===== src/rtl/result_serializer_pkg.sv =====
// Shared definitions for the result serializer: result word field offsets,
// frame length and the IDLE/SEND state encoding.
package result_serializer_pkg;

  localparam int SIGN_BIT        = 64;
  localparam int Q_MSB           = 63;
  localparam int Q_LSB           = 32;
  localparam int R_MSB           = 31;
  localparam int BYTES_PER_FRAME = 8;

  typedef enum logic {
    IDLE = 1'b0,
    SEND = 1'b1
  } state_t;

endpackage


===== src/rtl/sync_fifo.sv =====
// Single-clock FIFO with occupancy count; push while full and pop while
// empty are ignored so callers cannot corrupt the pointers.
module sync_fifo #(
  parameter int DATA_WIDTH       = 65,
  parameter int BUFFER_DEPTH     = 4,
  parameter int LOG_BUFFER_DEPTH = 3
) (
  input  logic                        clk,
  input  logic                        rst_n,
  input  logic                        push,
  input  logic                        pop,
  input  logic [DATA_WIDTH-1:0]       wr_data,
  output logic [DATA_WIDTH-1:0]       rd_data,
  output logic                        empty,
  output logic                        full,
  output logic [LOG_BUFFER_DEPTH-1:0] count
);

  localparam int PTR_W = (BUFFER_DEPTH > 1) ? $clog2(BUFFER_DEPTH) : 1;

  logic [DATA_WIDTH-1:0] mem [BUFFER_DEPTH];
  logic [PTR_W-1:0]      wr_ptr;
  logic [PTR_W-1:0]      rd_ptr;
  logic                  do_push;
  logic                  do_pop;

  // Explicit wrap so non-power-of-two depths stay modulo BUFFER_DEPTH.
  function automatic logic [PTR_W-1:0] ptr_inc(input logic [PTR_W-1:0] p);
    return (p == PTR_W'(BUFFER_DEPTH - 1)) ? '0 : p + 1'b1;
  endfunction

  assign empty   = (count == '0);
  assign full    = (count == LOG_BUFFER_DEPTH'(BUFFER_DEPTH));
  assign do_push = push && !full;
  assign do_pop  = pop && !empty;
  assign rd_data = mem[rd_ptr];

  always_ff @(posedge clk) begin
    if (do_push) mem[wr_ptr] <= wr_data;
  end

  always_ff @(posedge clk or negedge rst_n) begin
    if (!rst_n) begin
      wr_ptr <= '0;
      rd_ptr <= '0;
      count  <= '0;
    end else begin
      if (do_push) wr_ptr <= ptr_inc(wr_ptr);
      if (do_pop)  rd_ptr <= ptr_inc(rd_ptr);
      case ({do_push, do_pop})
        2'b10:   count <= count + 1'b1;
        2'b01:   count <= count - 1'b1;
        default: count <= count;
      endcase
    end
  end

endmodule


===== src/rtl/result_serializer.sv =====
// Buffers divider results and emits each as an 8-byte frame on the chip bus,
// remainder LSB first, with a pull_out strobe on byte 0 and a one-cycle gap.
module result_serializer
  import result_serializer_pkg::*;
#(
  parameter int DATA_WIDTH       = 65,
  parameter int BUFFER_DEPTH     = 4,
  parameter int LOG_BUFFER_DEPTH = 3
) (
  input  logic                  clk,
  input  logic                  rst_n,
  input  logic                  in_valid,
  input  logic [DATA_WIDTH-1:0] in_data,
  output logic                  in_ready,
  output logic [7:0]            data_out_out,
  output logic                  pull_out,
  output logic                  sign_out
);

  state_t                      state;
  state_t                      state_nxt;
  logic [2:0]                  byte_cnt;
  logic [2:0]                  byte_cnt_nxt;
  logic [Q_MSB:0]              shreg;
  logic [Q_MSB:0]              shreg_nxt;
  logic                        sign_nxt;
  logic                        fifo_push;
  logic                        fifo_pop;
  logic                        fifo_empty;
  logic                        fifo_full;
  logic [DATA_WIDTH-1:0]       fifo_head;
  logic [LOG_BUFFER_DEPTH-1:0] fifo_count;

  // Ready depends only on registered occupancy: no bypass when full.
  assign in_ready  = (fifo_count != LOG_BUFFER_DEPTH'(BUFFER_DEPTH));
  assign fifo_push = in_valid && !fifo_full;

  sync_fifo #(
    .DATA_WIDTH      (DATA_WIDTH),
    .BUFFER_DEPTH    (BUFFER_DEPTH),
    .LOG_BUFFER_DEPTH(LOG_BUFFER_DEPTH)
  ) u_fifo (
    .clk    (clk),
    .rst_n  (rst_n),
    .push   (fifo_push),
    .pop    (fifo_pop),
    .wr_data(in_data),
    .rd_data(fifo_head),
    .empty  (fifo_empty),
    .full   (fifo_full),
    .count  (fifo_count)
  );

  always_comb begin
    state_nxt    = state;
    byte_cnt_nxt = byte_cnt;
    shreg_nxt    = shreg;
    sign_nxt     = sign_out;
    fifo_pop     = 1'b0;
    data_out_out = 8'h00;
    pull_out     = 1'b0;
    case (state)
      IDLE: begin
        if (!fifo_empty) begin
          fifo_pop     = 1'b1;
          shreg_nxt    = fifo_head[Q_MSB:0];
          sign_nxt     = fifo_head[SIGN_BIT];
          byte_cnt_nxt = '0;
          state_nxt    = SEND;
        end
      end
      SEND: begin
        data_out_out = shreg[7:0];
        pull_out     = (byte_cnt == '0);
        shreg_nxt    = shreg >> 8;
        byte_cnt_nxt = byte_cnt + 1'b1;
        // Last byte returns to IDLE, which forces the one-cycle zero gap.
        if (byte_cnt == 3'(BYTES_PER_FRAME - 1)) state_nxt = IDLE;
      end
      default: state_nxt = IDLE;
    endcase
  end

  always_ff @(posedge clk or negedge rst_n) begin
    if (!rst_n) begin
      state    <= IDLE;
      byte_cnt <= '0;
      sign_out <= 1'b0;
    end else begin
      state    <= state_nxt;
      byte_cnt <= byte_cnt_nxt;
      sign_out <= sign_nxt;
    end
  end

  // Shift register is pure data; the state gating keeps it off the bus.
  always_ff @(posedge clk) begin
    shreg <= shreg_nxt;
  end

endmodule


===== config.mk =====
export PLATFORM = sky130hd
export DESIGN_NAME = result_serializer
export DESIGN_NICKNAME = d
export VERILOG_FILES = /design/src/rtl/result_serializer_pkg.sv /design/src/rtl/sync_fifo.sv /design/src/rtl/result_serializer.sv
export SDC_FILE = /design/constraint.sdc
export NUM_CORES = 1
export LEC_CHECK = 0
export BUFFER_PORTS_ARGS = -buffer_cell sky130_fd_sc_hd__buf_2
export CORE_ASPECT_RATIO = 0.7
export CORE_MARGIN = 2
export CORE_UTILIZATION = 54
export DETAILED_ROUTE_END_ITERATION = 16
export PLACE_DENSITY = 0.72
export REMOVE_ABC_BUFFERS = 1
export SKIP_LAST_GASP = 1
export SYNTH_ARGS = -nofsm -noshare
export SYNTH_HDL_FRONTEND = slang
export SYNTH_HIERARCHICAL = 1
export SYNTH_SLANG_ARGS = --single-unit

===== constraint.sdc =====
create_clock -name clk -period 3.2 [get_ports clk]
set_clock_uncertainty 0.15 [all_clocks]
set_input_delay 0 -clock clk [delete_from_list [all_inputs] [get_ports clk]]
set_output_delay 0 -clock clk [all_outputs]
set_load 0.005 [all_outputs]

==> summary.md <==
## Route
* **vias per cell** 5.401
* **routed via count** 5698
* **first-pass iteration count of the detailed router** 4
* **per-cell routed wire length** 20.60 um
* **remaining routing DRC violations** 0
* **iteration-0 DRC count of the detailed router** 522
* **sum of routed wire length over all layers** 21.73 mm
* **antenna-violating nets left** 0

## Critical path
* **worst setup path endpoint** u_fifo/count[2]
* **critical path capture point type** flip-flop
* **reg2reg start** u_fifo/count[0]
* **required time of the critical path** 3520 ps
* **category of the most critical setup path** flip-flop to flip-flop
* **reg2reg end** u_fifo/count[2]
* **origin of the worst setup path** u_fifo/count[0]
* **signal arrival time at the worst endpoint** 2850 ps
* **CP Max Fanout** 6
* **R2R setup slack** 670 ps
* **R2R cell count** 11
* **Startpoint Class** flip-flop

## Floorplan
* **horizontal die dimension** 188.3 um
* **Initial Utilization** 0.5461
* **number of top-level pins** 79
* **Chip Height** 133.0 um
* **Std-Cell Core Area** 23520 um^2
* **die outline area** 25060 um^2
* **count of standard-cell rows** 47

## Layout
* **post-synthesis to final-layout area growth** 18.08%
* **filler cell count** 1555
* **NumNets Final** 794
* **total area of multi-input combinational cells** 2585 um^2
* **sequential cell area** 10040 um^2
* **fraction of layout cells with a size suffix above 1** 0.3578

## Synth
* **Async S/R FF share, synth** 0.03571
* **largest area contributor in the netlist** sky130_fd_sc_hd__edfxtp_1
* **area share of fa/ha/maj cells after synthesis** 0.01033
* **fraction of synthesized area in multiplexers** 0.1689
* **area share of the largest cell type after synthesis** 0.7575
* **post-synthesis sequential area ratio** 0.7808
* **per-instance average area after synthesis** 23.27 um^2
* **netlist area before placement** 12840 um^2
* **number of flops mapped to enable cells by yosys** 324
* **total number of yosys warnings** 6
* **cell with the most instances after synthesis** sky130_fd_sc_hd__edfxtp_1
* **register bit count reported by yosys** 336
* **dominant combinational cell family by area after synthesis** multiplexers
* **xor and xnor area share after synthesis** 0.002046
* **number of library cell types mapped by synthesis** 28
* **largest cells by area after synthesis** sky130_fd_sc_hd__edfxtp_1 (76%), sky130_fd_sc_hd__mux4_2 (11%), sky130_fd_sc_hd__mux2_2 (5.3%)
* **Gate Count Post-Synth** 552
* **fraction of the mapped netlist area in compound gates** 0.001851
* **Post-Synth Simple-Gate Area** 0.01695
* **most common library cells after synthesis** sky130_fd_sc_hd__edfxtp_1 (324), sky130_fd_sc_hd__mux4_2 (65), sky130_fd_sc_hd__mux2_2 (60)
* **dominant register cell in the synthesized netlist** sky130_fd_sc_hd__edfxtp_1

## CTS
* **Max H-tree Level** 1
* **post-cts repair resize count** 0
* **clock root cell** sky130_fd_sc_hd__clkbuf_16
* **cts bufs inserted** 30
* **maximum buffer depth of the clock tree** 3
* **post-CTS setup buffer count** 0
* **CTS tree** built
* **TritonCTS sink count** 336
* **clock edge transition at the registers on the reported setup and hold paths** 60 ps
* **clock insertion delay at the later pin of the skew report** 540 ps

## Run
* **Maximum Capacitance Violations** 0

## STA
* **min Tclk post-route** 2535 ps
* **Tightest Pin Transition** 1039 ps
* **Final WS setup** 665.3 ps
* **Rel. slew slack** 0.3070
* **Final Cycle Share** 0.7921
* **setup repair after global routing missed its margin** false
* **Max Clock Freq** 0.3945 GHz
* **final setup violating endpoints** 0
* **number of pins with negative max-slew slack in the final report** 0
* **Final Hold Violating Endpoints** 0

## Global route
* **vias in the first global route** 6008
* **first-pass GRT wire length** 34.17 mm
* **largest net degree at the start of global routing** 68
* **initial antenna violation count** 1
* **leftover overflow at the end of global routing** 0
* **GRT Overall Usage** 0.1789

## Worst hold path
* **path class of the lowest-slack min-delay path** input port to flip-flop

## Pwr
* **areal power density over the cells** 855.6 nW/um^2
* **LEAKAGE** 5.333 nW
* **total power draw** 12.98 mW
* **largest vdd supply drop** 0.0005471 V

## Placed design
* **routability congestion estimate from global placement** 0.7485
* **final HPWL from detailed placement** 11.77 mm
* **number of I/O port buffers** 78
* **worst slack, placed** 699.1 ps

## Outcome
* **status** complete, no violations

[logic make-up (layout without fill, tap and decap cells)]
group | after synthesis | after routing
flops | 336 | 336
mux | 127 | 127
simple gates | 37 | 37
buf+inv | 35 | 218
fa+ha+maj | 10 | 10
compound gates | 4 | 4
xor+xnor | 3 | 3
other cells | 0 | 2
[timing repair]
action / 4_1_cts / 5_1_grt
hold buffers: 68 / 0
endpoints found under the setup margin: 0 / 0
hold endpoints to repair: 274 / 0
[state kept, by name, summed over array words and instances, names as in the netlist]
name / flops
byte_cnt: 3
state: 1
u_fifo/wr_ptr: 2
u_fifo/count: 3
u_fifo/rd_ptr: 2
sign_out: 1
shreg: 64
u_fifo/mem: 260
[layout make-up]
cell class | instances | area share
diodes | 2 | 0.0003300
inverters | 11 | 0.002805
multi-input cells | 181 | 0.1704
repair buffers | 156 | 0.08134
clock inverters | 13 | 0.003960
flip-flops and latches | 336 | 0.6620
clock buffers | 38 | 0.05288
well taps | 318 | 0.02623
[power breakdown]
group          leakage, nW  internal (mW)  switching, mW
logic                 1.65           1.75           1.35
clock network        0.423           1.75           1.44
registers             3.26           6.10          0.592
total                 5.33           9.60           3.38
[placed cells by master, fill, tap and decap left out, types with 3 or more instances in the layout]
master / count
sky130_fd_sc_hd__edfxtp_1: 324
sky130_fd_sc_hd__buf_2: 78
sky130_fd_sc_hd__dlygate4sd3_1: 68
sky130_fd_sc_hd__mux4_2: 65
sky130_fd_sc_hd__mux2_2: 60
sky130_fd_sc_hd__clkbuf_16: 31
sky130_fd_sc_hd__inv_1: 10
sky130_fd_sc_hd__ha_1: 9
sky130_fd_sc_hd__dfrtp_1: 9
sky130_fd_sc_hd__and2_1: 8
sky130_fd_sc_hd__nor2b_1: 8
sky130_fd_sc_hd__clkinv_2: 7
sky130_fd_sc_hd__clkbuf_1: 7
sky130_fd_sc_hd__buf_12: 7
sky130_fd_sc_hd__nor2_1: 6
sky130_fd_sc_hd__clkinv_1: 6
sky130_fd_sc_hd__nand2_1: 5
sky130_fd_sc_hd__and3_4: 4
sky130_fd_sc_hd__buf_4: 3
sky130_fd_sc_hd__dfrtp_4: 3
[worst min path at each step]
stage | startpoint | endpoint | slack, ps | cells past startpoint
6_report | in_data[60] | u_fifo/mem[2][60] | 60 | 2
5_1_grt | in_data[56] | u_fifo/mem[0][56] | 50 | 2
3_3_place_gp | rst_n | u_fifo/wr_ptr[1] | -260 | 1
2_1_floorplan | rst_n | byte_cnt[0] | -450 | 0
4_1_cts | in_data[56] | u_fifo/mem[1][56] | 30 | 2
3_5_place_dp | rst_n | u_fifo/wr_ptr[1] | -260 | 1
[layer usage]
metal  track usage  up-vias  wire length (um)
li1              -     2588                 -
met1        0.2625     2940             10070
met2        0.2868      133             10240
met3       0.03130       37               942
met4       0.04210        0               473
met5             0        -                 0
[worst max-delay path: stages, from the launching register on]
cell and delay [ps]:
sky130_fd_sc_hd__dfrtp_1 430, sky130_fd_sc_hd__or3b_4 450, sky130_fd_sc_hd__inv_1 70, sky130_fd_sc_hd__nor2b_1 80, sky130_fd_sc_hd__and2_4 170, sky130_fd_sc_hd__inv_1 50, sky130_fd_sc_hd__ha_1 180, sky130_fd_sc_hd__inv_1 60
sky130_fd_sc_hd__fa_1 380, sky130_fd_sc_hd__xor2_1 160, sky130_fd_sc_hd__nor2_1 120, sky130_fd_sc_hd__xor2_1 150
[through the flow]
step,instance area (um^2),utilization,hold slack [ps],TNS [ps],std cells
2_1_floorplan,12640,-,-445.6,-90560,528
3_3_place_gp,13620,0.5790,-259.5,0,934
3_5_place_dp,13620,0.5790,-255.3,0,934
4_1_cts,15160,0.6446,28.20,0,1053
5_1_grt,15160,0.6447,46.70,0,1054
6_report,15170,0.6448,55.87,0,1055
No activity file was read; power rests on OpenSTA's default activity.
